`config.mk`:
```
export PLATFORM = sky130hd
export DESIGN_NAME = kv_refill_arbiter
export DESIGN_NICKNAME = d
export VERILOG_FILES = /design/src/rtl/kv_refill_arbiter.sv
export SDC_FILE = /design/constraint.sdc
export NUM_CORES = 1
export LEC_CHECK = 0
export CELL_PAD_IN_SITES_DETAIL_PLACEMENT = 1
export CELL_PAD_IN_SITES_GLOBAL_PLACEMENT = 1
export CORE_AREA = 2 2 191 193
export DETAILED_ROUTE_END_ITERATION = 10
export DIE_AREA = 0 0 193 195
export PLACE_DENSITY_LB_ADDON = 0.1
export SLEW_MARGIN = 0
export SYNTH_ARGS = -nofsm -noshare
export SYNTH_HDL_FRONTEND = slang
export SYNTH_SLANG_ARGS = --single-unit
```
`constraint.sdc`:
```
create_clock -name i_clk -period 2.6 [get_ports i_clk]
set_input_delay 0.26 -clock i_clk [delete_from_list [all_inputs] [get_ports i_clk]]
set_output_delay 0.26 -clock i_clk [all_outputs]
set_load 0.05 [all_outputs]
```
`src/rtl/kv_refill_arbiter.sv`:
```
// rtl/kv_refill_arbiter.sv - round-robin line-fetch arbiter between the I-side and D-side KV caches.
// Optional response watchdog and sticky o_timeout: define KV_REFILL_TIMEOUT_EN.
module kv_refill_arbiter #(
  parameter int ADDR_WIDTH = 32,
  parameter int DATA_WIDTH = 32,
  parameter int LINE_SIZE  = 4,
`ifdef KV_REFILL_TIMEOUT_EN
  parameter int TIMEOUT_CYCLES = 255,
`endif
  localparam int LINE_WIDTH = DATA_WIDTH * LINE_SIZE
) (
  input  logic                  i_clk,
  input  logic                  i_rst,
  input  logic [ADDR_WIDTH-1:0] i_req0_addr,
  input  logic                  i_req0_valid,
  output logic                  o_req0_ready,
  output logic [LINE_WIDTH-1:0] o_resp0_data,
  output logic                  o_resp0_valid,
  input  logic                  i_resp0_ready,
  input  logic [ADDR_WIDTH-1:0] i_req1_addr,
  input  logic                  i_req1_valid,
  output logic                  o_req1_ready,
  output logic [LINE_WIDTH-1:0] o_resp1_data,
  output logic                  o_resp1_valid,
  input  logic                  i_resp1_ready,
  output logic [ADDR_WIDTH-1:0] o_mem_addr,
  output logic                  o_mem_addr_valid,
  input  logic                  i_mem_addr_ready,
  input  logic [LINE_WIDTH-1:0] i_mem_data,
  input  logic                  i_mem_data_valid,
  output logic                  o_mem_data_ready,
  output logic                  o_busy
`ifdef KV_REFILL_TIMEOUT_EN
  ,
  output logic                  o_timeout
`endif
);

  localparam int OFFSET_BITS = $clog2(LINE_SIZE) + $clog2(DATA_WIDTH / 8);
  localparam logic [ADDR_WIDTH-1:0] ADDR_MASK =
    ~((ADDR_WIDTH'(1) << OFFSET_BITS) - ADDR_WIDTH'(1));

  typedef enum logic [1:0] {S_IDLE, S_ISSUE, S_WAIT, S_DELIVER} state_e;

  state_e                state_q, state_d;
  logic                  owner_q, owner_d;
  logic                  last_grant_q, last_grant_d;
  logic [ADDR_WIDTH-1:0] addr_q, addr_d;
  logic [LINE_WIDTH-1:0] line_q, line_d;
  logic                  grant0, grant1, resp_ready;

`ifdef KV_REFILL_TIMEOUT_EN
  localparam int CNT_W = $clog2(TIMEOUT_CYCLES + 1);
  logic [CNT_W-1:0] tmo_cnt_q, tmo_cnt_d;
  logic             timeout_q, timeout_d;
  assign o_timeout = timeout_q;
`endif

  // On a tie the requester that was not served last wins.
  assign grant0 = i_req0_valid & (~i_req1_valid | last_grant_q);
  assign grant1 = i_req1_valid & (~i_req0_valid | ~last_grant_q);

  assign o_req0_ready     = (state_q == S_IDLE) & grant0;
  assign o_req1_ready     = (state_q == S_IDLE) & grant1;
  assign o_mem_addr       = addr_q;
  assign o_mem_addr_valid = (state_q == S_ISSUE);
  assign o_mem_data_ready = (state_q == S_WAIT);
  assign o_resp0_valid    = (state_q == S_DELIVER) & ~owner_q;
  assign o_resp1_valid    = (state_q == S_DELIVER) & owner_q;
  assign o_resp0_data     = line_q;
  assign o_resp1_data     = line_q;
  assign o_busy           = (state_q != S_IDLE);
  assign resp_ready       = owner_q ? i_resp1_ready : i_resp0_ready;

  always_comb begin
    state_d      = state_q;
    owner_d      = owner_q;
    last_grant_d = last_grant_q;
    addr_d       = addr_q;
    line_d       = line_q;
`ifdef KV_REFILL_TIMEOUT_EN
    tmo_cnt_d    = tmo_cnt_q;
    timeout_d    = timeout_q;
`endif
    case (state_q)
      S_IDLE: begin
        if (grant0 | grant1) begin
          owner_d = grant1;
          addr_d  = (grant1 ? i_req1_addr : i_req0_addr) & ADDR_MASK;
          state_d = S_ISSUE;
        end
      end
      S_ISSUE: begin
        if (i_mem_addr_ready) state_d = S_WAIT;
      end
      S_WAIT: begin
        if (i_mem_data_valid) begin
          line_d  = i_mem_data;
          state_d = S_DELIVER;
        end
      end
      S_DELIVER: begin
        if (resp_ready) begin
          last_grant_d = owner_q;
          state_d      = S_IDLE;
        end
      end
      default: state_d = S_IDLE;
    endcase
`ifdef KV_REFILL_TIMEOUT_EN
    // Counter restarts on every state entry, so ISSUE and WAIT each get the full budget.
    if ((state_q == S_ISSUE || state_q == S_WAIT) && state_d == state_q) begin
      if (tmo_cnt_q == CNT_W'(TIMEOUT_CYCLES - 1)) begin
        state_d   = S_IDLE;
        timeout_d = 1'b1;
      end
      tmo_cnt_d = tmo_cnt_q + CNT_W'(1);
    end
    if (state_d != state_q) tmo_cnt_d = '0;
`endif
  end

  always_ff @(posedge i_clk) begin
    if (i_rst) begin
      state_q      <= S_IDLE;
      owner_q      <= 1'b0;
      last_grant_q <= 1'b1;
      addr_q       <= '0;
      line_q       <= '0;
`ifdef KV_REFILL_TIMEOUT_EN
      tmo_cnt_q    <= '0;
      timeout_q    <= 1'b0;
`endif
    end else begin
      state_q      <= state_d;
      owner_q      <= owner_d;
      last_grant_q <= last_grant_d;
      addr_q       <= addr_d;
      line_q       <= line_d;
`ifdef KV_REFILL_TIMEOUT_EN
      tmo_cnt_q    <= tmo_cnt_d;
      timeout_q    <= timeout_d;
`endif
    end
  end

endmodule

```
# [Word level (Yosys, flattened, before mapping)]
# Index checks and enable logic that the tools add are counted.
[op_classes] mux=7 n_eq_ne=7 reduce_logical=6 n_bitwise=13
[ops] op="$mux 32" count=1
[ops] op="$mux 2" count=4
[ops] op="$pmux 2 s4" count=1
[ops] op="$and 1x1->1" count=6
[ops] op="$reduce_and 2->1" count=3
[ops] op="$eq 2x2->1 const B" count=2
[ops] op="$ne 2x1->1 const B" count=2
[ops] op="$ne 2x2->1 const B" count=2
[ops] op="$not 1->1" count=4
[ops] op="$reduce_and 4->1" count=1
[ops] op="$or 1x1->1" count=3
[ops] op="$eq 2x1->1 const B" count=1
[ops] op="$logic_not 2->1" count=1
[ops] op="$reduce_bool 2->1" count=1
[ops] op="$mux 1" count=1
[totals] elab_cells=38 input_bits=200 regBits=160 output_inout_bits=295

# [Logic depth before layout (Yosys ltp)]
[logic_depth] ltp_word=6 depth_mapped=7 mapped_depth_nobuf=5

# [Worst setup path after synthesis]
# OpenSTA, ideal clock, no wires.
[synth_path] kind="register to register" start="register state_q[0]" end="register line_q[79], in the netlist o_resp0_data[79]" t_required_ps=2530 setup_time_ps=70 synth_period_minus_slack_ps=1811 t_arrival_ps=1741 n_path_buf=2 path_stages_with_launch=8 path_slack_ps=789 cell_sequence="dfxtp_1 > inv_1 > ha_1 > and2_1 > buf_2 > clkbuf_1 > nand2_1 > a21oi_1"
[synth_between] elab_chain_len=2
[synth_lines] item="from (decl)" line_no="45" rtl="state_e state_q, state_d;"
[synth_lines] item="from (signal assigned)" line_no="135" rtl="state_q <= state_d;"
[synth_lines] item="$eq 2x2->1"
[synth_lines] item="named net o_mem_data_ready" line_no="31" rtl="output logic o_mem_data_ready,"
[synth_lines] item="$reduce_and 2->1 (no source line)"
[synth_lines] item="to (signal assigned)" line_no="139" rtl="line_q <= line_d;"
[synth_lines] item="to (decl)" line_no="49" rtl="logic [LINE_WIDTH-1:0] line_q, line_d;"
# The timed path passes the listed nets, and every way through them passes these cells.
# A chain may end at the register's enable or synchronous reset.

# [Final worst setup path]
[layout_path] start="register state_q[1]" end="output o_resp0_valid"
[layout_between] elab_chain_len=2
[layout_lines] item="$eq 2x2->1" line_no="68" rtl="assign o_resp0_valid = (state_q == S_DELIVER) & ~owner_q;"
[layout_lines] item="$and 1x1->1" line_no="68"
[layout_lines] item="to (decl)" line_no="18" rtl="output logic o_resp0_valid,"
# Every way passes these cells.

==> flow_metrics.py <==
metrics = {
    "worst_setup_path": {
        "cp_data_arrival_time_ns": 2.12,
        "setup.worst_path.start": "state_q[1]",
        "r2r_cells": 6,
        "reg2reg_from": "state_q[1]",
        "critical_path_class": "reg2out",
        "cp_max_fo": 5,
        "cp-end-kind": "primary output",
        "startpoint_type": "flop",
        "cp.required_ns": 2.34,
    },
    "die": {
        "io_pins": 495,
        "start_util": 0.195,
        "fp.dieW_um": 193,
        "die_y_um": 195,
        "placementRows": 69,
        "core_sq_um": 35400,
        "dieArea_sq_um": 37600,
    },
    "synth": {
        "seq_area_frac_synth": 0.463,
        "synth_commonest_cells": "260 x nand2_1, 160 x dfxtp_1, 135 x buf_4",
        "synth_cell_types": 24,
        "async_flop_share": 0,
        "ys_ff_latch": 160,
        "synth_edf_count": 0,
        "yosysWarningCount": 0,
        "synth_area_per_cell_sq_um": 8.13,
        "yosysMostFrequentCell": "nand2_1",
        "yosys-top-cells-area": "dfxtp_1 46%, buf_4 15%, nand2_1 14%, a21oi_1 9.5%, mux2i_1 4.5%",
        "syn_area_sq_um": 6920,
        "ys.flop_type": "dfxtp_1",
        "synth_top_area_cell": "dfxtp_1",
        "syn_inst": 851,
        "yosysTopAreaCellShare": 0.463,
    },
    "placement": {
        "place_ws_ns": 0.624,
        "port_buffers": 482,
        "dp_hpwl_mm": 21.6,
        "gp_congestion": 0.718,
    },
    "power": {
        "ir_worst_vdd_v": 0.000456,
        "report.power.total_uw": 10200,
        "power.density_nw_per_um2": 864,
        "cellLeakagePower_uw": 0.00406,
    },
    "detailed_routing": {
        "num_vias": 6616,
        "drtAntennaViolNets": 0,
        "wl_mm": 28.3,
        "route.detailed.drc": 0,
        "drtIter0Drc": 171,
        "avgViaCountPerCell": 4.00,
        "avgRoutedWirePerCell_um": 17.1,
        "dr.pass1.iters": 4,
    },
    "clocking": {
        "clock-sinks": 160,
        "postCtsResizedCells": 0,
        "cts_made_buffers": 17,
        "path_clk_slew_ns": 0.07,
        "clock_latency_ns": 0.43,
        "cts_tree": "done",
        "h-tree-depth": 4,
        "root_buffer": "clkbuf_16",
        "holdBufCountCts": 0,
        "clock_path_buffers": 2,
        "cts_setup_buffers": 0,
    },
    "timing": {
        "hold_violations": 0,
        "worstMarginPinSlew_ns": 0.622,
        "clock.fmax_mhz": 420,
        "slew_violations": 0,
        "setup_ws_ns": 0.222,
        "skew_ns": 0.0137,
        "post-route-period-util": 0.915,
        "slew_headroom": 0.584,
        "finalCriticalPeriod_ns": 2.38,
        "tns_ns": 0,
        "setup_viol_count_final": 0,
        "grt_setup_unrepaired": "false",
    },
    "final_layout": {
        "post-route-util": 0.335,
        "drive_above_1_share": 0.0403,
        "areaGrowthSynthToFinish_pct": 71.3,
        "antenna_cells": 0,
        "num-nets-final": 1385,
    },
    "worst_hold_path": {
        "hp-start": "i_rst",
        "hp-class": "in2reg",
        "hold_depth": 2,
    },
    "run_status": {
        "status": "completed",
    },
    "global_routing": {
        "first_global_vias": 6707,
        "grt-ovfl-total": 0,
        "grt_usage": 0.146,
        "grt_max_degree": 71,
        "antenna_found_initial": 0,
        "grt_pass1_wl_mm": 41.1,
    },
    "flow_run": {
        "cap_violations": 0,
    },
}
[logic make-up after synthesis]
kind of cell / count (synthesis) / synth area share
multiplexers: 31 / 0.0449
AO/OA/AOI/OAI: 165 / 0.134
flip-flops: 160 / 0.463
adder cells (fa/ha/maj): 4 / 0.00724
AND/OR/NAND/NOR: 299 / 0.166
buffers and inverters: 191 / 0.184
other: 1 / 0.000542
[worst max-delay path, cell delays in order, from the launching register on]
cell and delay, ns:
dfxtp_1 0.40, ha_1 0.28, nor2b_1 0.16, clkdlybuf4s50_1 0.85
[layout make-up]
cell class / count / area (sq um)
Clock buffer: 20 / 437
Clock inverter: 10 / 140
Inverter: 4 / 15.0
Sequential cell: 160 / 3200
Fill cell: 4138 / 23500
Tap cell: 461 / 577
Timing Repair Buffer: 495 / 5010
Multi-Input combinational cell: 503 / 2460
[layer usage]
metal,vias to the layer above,wire length [um],global-route usage
met1,3048,10700,0.156
met2,272,14300,0.263
met4,0,380,0.0441
met5,-,0,0
met3,17,2810,0.0552
li1,3279,-,-
[cells in the final DEF, fill, tap and decap left out, types with 2 or more instances in the layout]
cell	count
a211oi_1	28
a21oi_1	131
buf_12	8
buf_4	8
bufinv_16	3
clkbuf_1	3
clkbuf_16	17
clkdlybuf4s50_1	479
clkinv_2	2
clkinv_4	2
clkinvlp_4	3
conb_1	4
dfxtp_1	160
ha_1	4
inv_1	4
mux2i_1	31
nand2_1	259
nand2b_1	3
nor2_1	29
nor2b_1	4
o21bai_1	2
[final timing paths]
check,to,slack [ns]
setup / recovery,o_resp0_valid,0.22
hold / removal,o_resp0_data[27],0.28
setup reg to reg,o_mem_addr[17],0.80
hold reg to reg,o_resp0_data[37],0.47
[power by group]
part | internal, uW | total, uW | switching, uW
registers | 2830 | 3120 | 288
clock network | 1500 | 2570 | 1060
logic | 1560 | 4560 | 3000
[per-stage QoR]
step,hold slack (ns),cell area [sq um],instances
after global routing,0.278,11800,1653
after CTS,0.260,11800,1653
after detailed placement,0.463,11300,1623
final,0.277,11800,1653
after global placement,0.459,11300,1623
after floorplan,0.396,6930,854
[flip-flops by register name, summed over array words and instances, names as in the netlist]
name / count
last_grant_q: 1
o_mem_addr: 28
o_resp0_data: 128
owner_q: 1
state_q: 2
No activity file was read; power rests on OpenSTA's default activity.
==> edit 1, RTL diff (same settings) <==
Take the reset off `addr_q` and load it in a clocked block of its own.
--- a/src/rtl/kv_refill_arbiter.sv
+++ b/src/rtl/kv_refill_arbiter.sv
@@ -126,5 +126,4 @@
       owner_q      <= 1'b0;
       last_grant_q <= 1'b1;
-      addr_q       <= '0;
       line_q       <= '0;
 `ifdef KV_REFILL_TIMEOUT_EN
@@ -136,5 +135,4 @@
       owner_q      <= owner_d;
       last_grant_q <= last_grant_d;
-      addr_q       <= addr_d;
       line_q       <= line_d;
 `ifdef KV_REFILL_TIMEOUT_EN
@@ -145,4 +143,8 @@
   end
 
+  always_ff @(posedge i_clk) begin
+    addr_q <= addr_d;
+  end
+
 endmodule
 
Behaviour: not the same (Yosys sat finds a counterexample within 4 cycles, from zero or initial values and one cycle with i_rst high).
==> edit 1 against the original RTL <==
- synthesized area is 0.83% lower
- maximum frequency fell by 1.3%
- die area is the same
- clock power decreased by 6%
- cell area shrank 0.15%
- critical endpoint is now o_resp1_valid
- routed wire length is 1.6% lower
- largest power group unchanged
- total power is 3.8% lower
- worst setup slack worse by 0.031 ns
- combinational power shrank 6.6%
- sequential cell count is the same
==> edit 1: results (changes against the original RTL) <==
pwr:
  ir_drop_mv: 0.4510  # -1.1%
  swShare_pct: 42.03  # -0.47 points
  leakage_uw: 0.003998  # -1.6%
sta:
  fin_ws_ns: 0.1910  # -0.03061 ns
  finClkSkew_ns: 0.01031  # -0.003355 ns
  holdWs_ns: 0.3116  # +0.03471 ns
  worst_pin_slew_ns: 0.5978  # -0.02457 ns
drt:
  drt-initial-drc-count: 119  # -30%
  wl_met2_um: 14640  # +2.1%
  wl_per_cell_um: 17.40  # +1.7%
  drt-met1-wl_um: 10600  # -1.2%
  avgViaCountPerCell: 3.955  # -1.2%
  highest_layer: "met5"
  dr_wl_met3_um: 2312  # -18%
logic_synthesis:
  synth.area.top_cells: "dfxtp_1, buf_4, nand2_1, edfxtp_1, a21oi_1"
  yosys-top-cells-count: "nand2_1, buf_4, dfxtp_1, a21oi_1"
  synthArstFlopShare_pct: 0  # unchanged
  seq_area_frac_synth_pct: 50.78  # +4.5 points
  synth_edf_count: 28  # +28
placement:
  post-place-ws_ns: 0.6208  # -0.002774 ns
  hpwl_um: 21080  # -2.4%
  gp_congestion: 0.7110  # -1.0%
critical_path:
  endpoint: "o_resp1_valid"
  worstReg2RegStart: "state_q[0]"
  reg2reg_slack_ns: 0.82  # +0.02 ns
  arrival_ns: 2.15  # +0.03 ns
  rr_endpoint: "o_resp0_data[15]"
layout:
  postLayoutCoreUtil_pct: 33.43  # -0.050 points
  fill_cells: 4085  # -1.3%
  fin_nets: 1328  # -4.1%
  drive_gt1_share_pct: 4.401  # +0.37 points
global_route:
  grt_pass1_vias: 6618  # -1.3%
  antenna_found_initial: 2  # +2
  grt_max_degree: 51  # -28%
  grt_pass1_wl_um: 40880  # -0.47%
  grtUsageTotal_pct: 14.58  # about the same
status:
  outcome: "completed"
clock_tree:
  cts_max_path_buffers: 2  # unchanged
hold_path:
  holdPathEnd: "o_resp0_data[124]"
==> edit 1: layout make-up <==
class / instances / area share, %
antenna: 1 / 0.02115
clock buffer: 23 / 4.156
clock inverter: 8 / 0.4653
inverter: 4 / 0.1269
multi-input combinational: 448 / 18.55
sequential: 160 / 29.44
tap: 461 / 4.875
timing repair buffer: 493 / 42.36
==> edit 1: cell families after synthesis <==
family / after synthesis / synth area share, %
mux: 31 / 5.035
compound gates: 136 / 10.36
flops: 160 / 50.78
simple gates: 273 / 15.41
buf+inv: 182 / 17.62
fa+ha+maj: 4 / 0.7297
other cells: 1 / 0.05467
==> edit 1: worst max-delay path, delay by kind of cell (launching register included) <==
| kind | cells | cell delay [ns] |
|---|---|---|
| DFF | 1 | 0.39 |
| and+or+nand+nor | 1 | 0.17 |
| buffers and inverters | 1 | 0.86 |
| adders and majority gates | 1 | 0.30 |
==> edit 1: routing by layer <==
metal / global-route usage, % / up-vias
met5: 0 / -
met4: 3.620 / 2
met3: 5.050 / 10
met2: 26.87 / 251
met1: 15.75 / 2980
li1: - / 3077
==> edit 1: power by group through the flow <==
| stage | registers (uW) | clock network [uW] | logic, uW |
|---|---|---|---|
| detailed placement | 3250 | 0 | 4320 |
| CTS | 3200 | 2510 | 4320 |
| global placement | 3240 | 0 | 4310 |
| global route | 3240 | 2610 | 4470 |
| finish | 3180 | 2410 | 4260 |
| floorplan | 4410 | 0 | 1680 |
==> edit 1: per-stage QoR <==
stage | total power, uW | std cells
6_report | 9853 | 1598
3_5_place_dp | 7565 | 1566
5_1_grt | 10330 | 1597
3_3_place_gp | 7547 | 1566
4_1_cts | 10040 | 1597
2_1_floorplan | 6095 | 790
==> edit 2, RTL diff (same settings) <==
Without the edit above. Build with the macro `KV_REFILL_TIMEOUT_EN` defined.
--- a/src/rtl/kv_refill_arbiter.sv
+++ b/src/rtl/kv_refill_arbiter.sv
@@ -1,4 +1,6 @@
 // rtl/kv_refill_arbiter.sv - round-robin line-fetch arbiter between the I-side and D-side KV caches.
 // Optional response watchdog and sticky o_timeout: define KV_REFILL_TIMEOUT_EN.
+`define KV_REFILL_TIMEOUT_EN
+
 module kv_refill_arbiter #(
   parameter int ADDR_WIDTH = 32,
Check against the original RTL (old outputs only; new: o_timeout): same outputs for any inputs over 4 cycles, from zero or initial values and one cycle with i_rst high; that may be too few to reach the edited logic, so the function may still have changed.
==> edit 2 against the original RTL <==
- sequential cell count grew 9
- routed wire length up 8.4%
- synthesized cell count up 6.9%
- global-route usage is 1.4 points higher
- total power rose by 9.6%
- worst setup slack lost 0.076 ns
- cell area is 4.7% higher
- highest routed layer is now met5
- largest cell class unchanged
- synthesized area rose by 6.4%
==> edit 2: results (changes against the original RTL) <==
critical_path:
  arrival_ns: 2.80  # +0.68 ns
  crit_path_max_incr_delay_ns: 0.46  # -0.39 ns
  reg2reg_slack_ns: 0.15  # -0.65 ns
  worstReg2RegStart: "state_q[0]"
  slowest_stage: "a221o_2"
  rr_worst_depth: 8  # +2
sta:
  finClkSkew_ns: 0.01164  # -0.002032 ns
  slew_headroom_pct: 57.63  # -0.75 points
logic_synthesis:
  synth_compound_area_share_pct: 13.83  # +0.43 points
  synth_xor_area_share_pct: 0.8328  # +0.83 points
  muxShareOfSynthArea_pct: 3.943  # -0.54 points
  synth.area.top_cells: "dfxtp_1, buf_4, nand2_1, a21oi_1, mux2i_1"
  synth_area_per_cell_um2: 8.090  # -0.46%
  yosys-top-cells-count: "nand2_1, dfxtp_1, a21oi_1, buf_4, clkbuf_1"
  synth_cell_type_count: 42  # +75%
  synth_fa_ha_area_share_pct: 1.020  # +0.30 points
  seq_area_frac_synth_pct: 45.96  # -0.35 points
global_route:
  antenna_found_initial: 3  # +3
  grt_max_degree: 72  # +1.4%
  grt_pass1_wl_um: 44910  # +9.3%
placement:
  dp.cells: 1685  # +3.8%
  post-place-ws_ns: -0.02430  # -0.6479 ns
  placed_area_mm2: 0.01182  # +4.9%
  hpwl_um: 23270  # +7.7%
pwr:
  p_int_uw: 6270  # +6.5%
  leakage_uw: 0.004267  # +5.0%
  ir_drop_mv: 0.4345  # -4.7%
hold_path:
  holdPathEnd: "o_timeout"
drt:
  wl_met2_um: 15240  # +6.3%
  dr_wl_met3_um: 2709  # -3.7%
  routed_wl_um: 30650  # +8.4%
  highest_layer: "met5"
  drt-met1-wl_um: 12400  # +15%
layout:
  instances_no_fill: 1717  # +3.9%
  drive_gt1_share_pct: 5.343  # +1.3 points
  fin_nets: 1449  # +4.6%
status:
  outcome: "completed"
edit 2: changes by cell type after synthesis, moves of 3 or more:
cell and change:
a21oi_1 +5, buf_2 -16, buf_4 -3, clkbuf_1 +22, dfxtp_1 +9, nand2b_1 -3
nand4_1 +4, nor2_1 +13, nor2b_1 -3, xor2_1 +6
edit 2: final cells by class:
| cell class | count | share of cell area [%] |
|---|---|---|
| well taps | 461 | 4.649 |
| multi-input cells | 549 | 22.48 |
| flip-flops and latches | 169 | 27.27 |
| clock inverters | 10 | 0.9782 |
| inverters | 6 | 0.1815 |
| repair buffers | 500 | 40.72 |
| diodes | 2 | 0.04034 |
| clock buffers | 20 | 3.681 |
edit 2: routing by layer:
metal / track usage, % / vias to the layer above
met4: 3.760 / 2
met1: 18.41 / 3307
met3: 5.590 / 16
met2: 28.05 / 288
li1: - / 3498
met5: 0 / -
edit 2: kinds of logic after synthesis:
logic type | Yosys count
simple gates | 326
buf+inv | 195
compound gates | 177
flops | 169
mux | 29
xor+xnor | 7
fa+ha+maj | 6
other cells | 1
edit 2: worst max path at each step:
stage | start | to | slack (ns)
after floorplan | state_q[1] | tmo_cnt_q[1] | 0.09
after global placement | state_q[0] | tmo_cnt_q[1] | 0.05
after detailed placement | i_resp0_ready | tmo_cnt_q[1] | -0.02
after CTS | state_q[1] | o_mem_data_ready | 0.08
after global routing | state_q[0] | tmo_cnt_q[1] | 0.005
final | state_q[0] | tmo_cnt_q[1] | 0.15
edit 2: what timing repair did:
action,4_1_cts,5_1_grt
resized for setup,1,2
endpoints found under the setup margin,1,1
pin swaps,0,0
edit 2: worst max-delay path: cells and delay by family, from the launching register on:
family | cells | cell delay (ns)
AO/OA/AOI/OAI | 5 | 1.32
adder cells (fa/ha/maj) | 1 | 0.26
buffers and inverters | 1 | 0.10
flip-flops | 1 | 0.39
AND/OR/NAND/NOR | 1 | 0.31
edit 2: metrics by stage:
step | total power [uW] | util (%) | setup TNS [ns]
after floorplan | 6944 | - | 0
after global placement | 8725 | 33.39 | 0
after detailed placement | 8739 | 33.39 | -0.02430
after CTS | 11420 | 35.03 | 0
after global routing | 11810 | 35.04 | 0
final | 11220 | 35.05 | 0
edit 2: power groups by stage:
stage,clock [uW],sequential (uW),combinational (uW)
after global routing,2790,3360,5660
after detailed placement,0,3370,5370
final,2600,3310,5310
after CTS,2710,3320,5390
after global placement,0,3360,5370
after floorplan,0,4530,2420
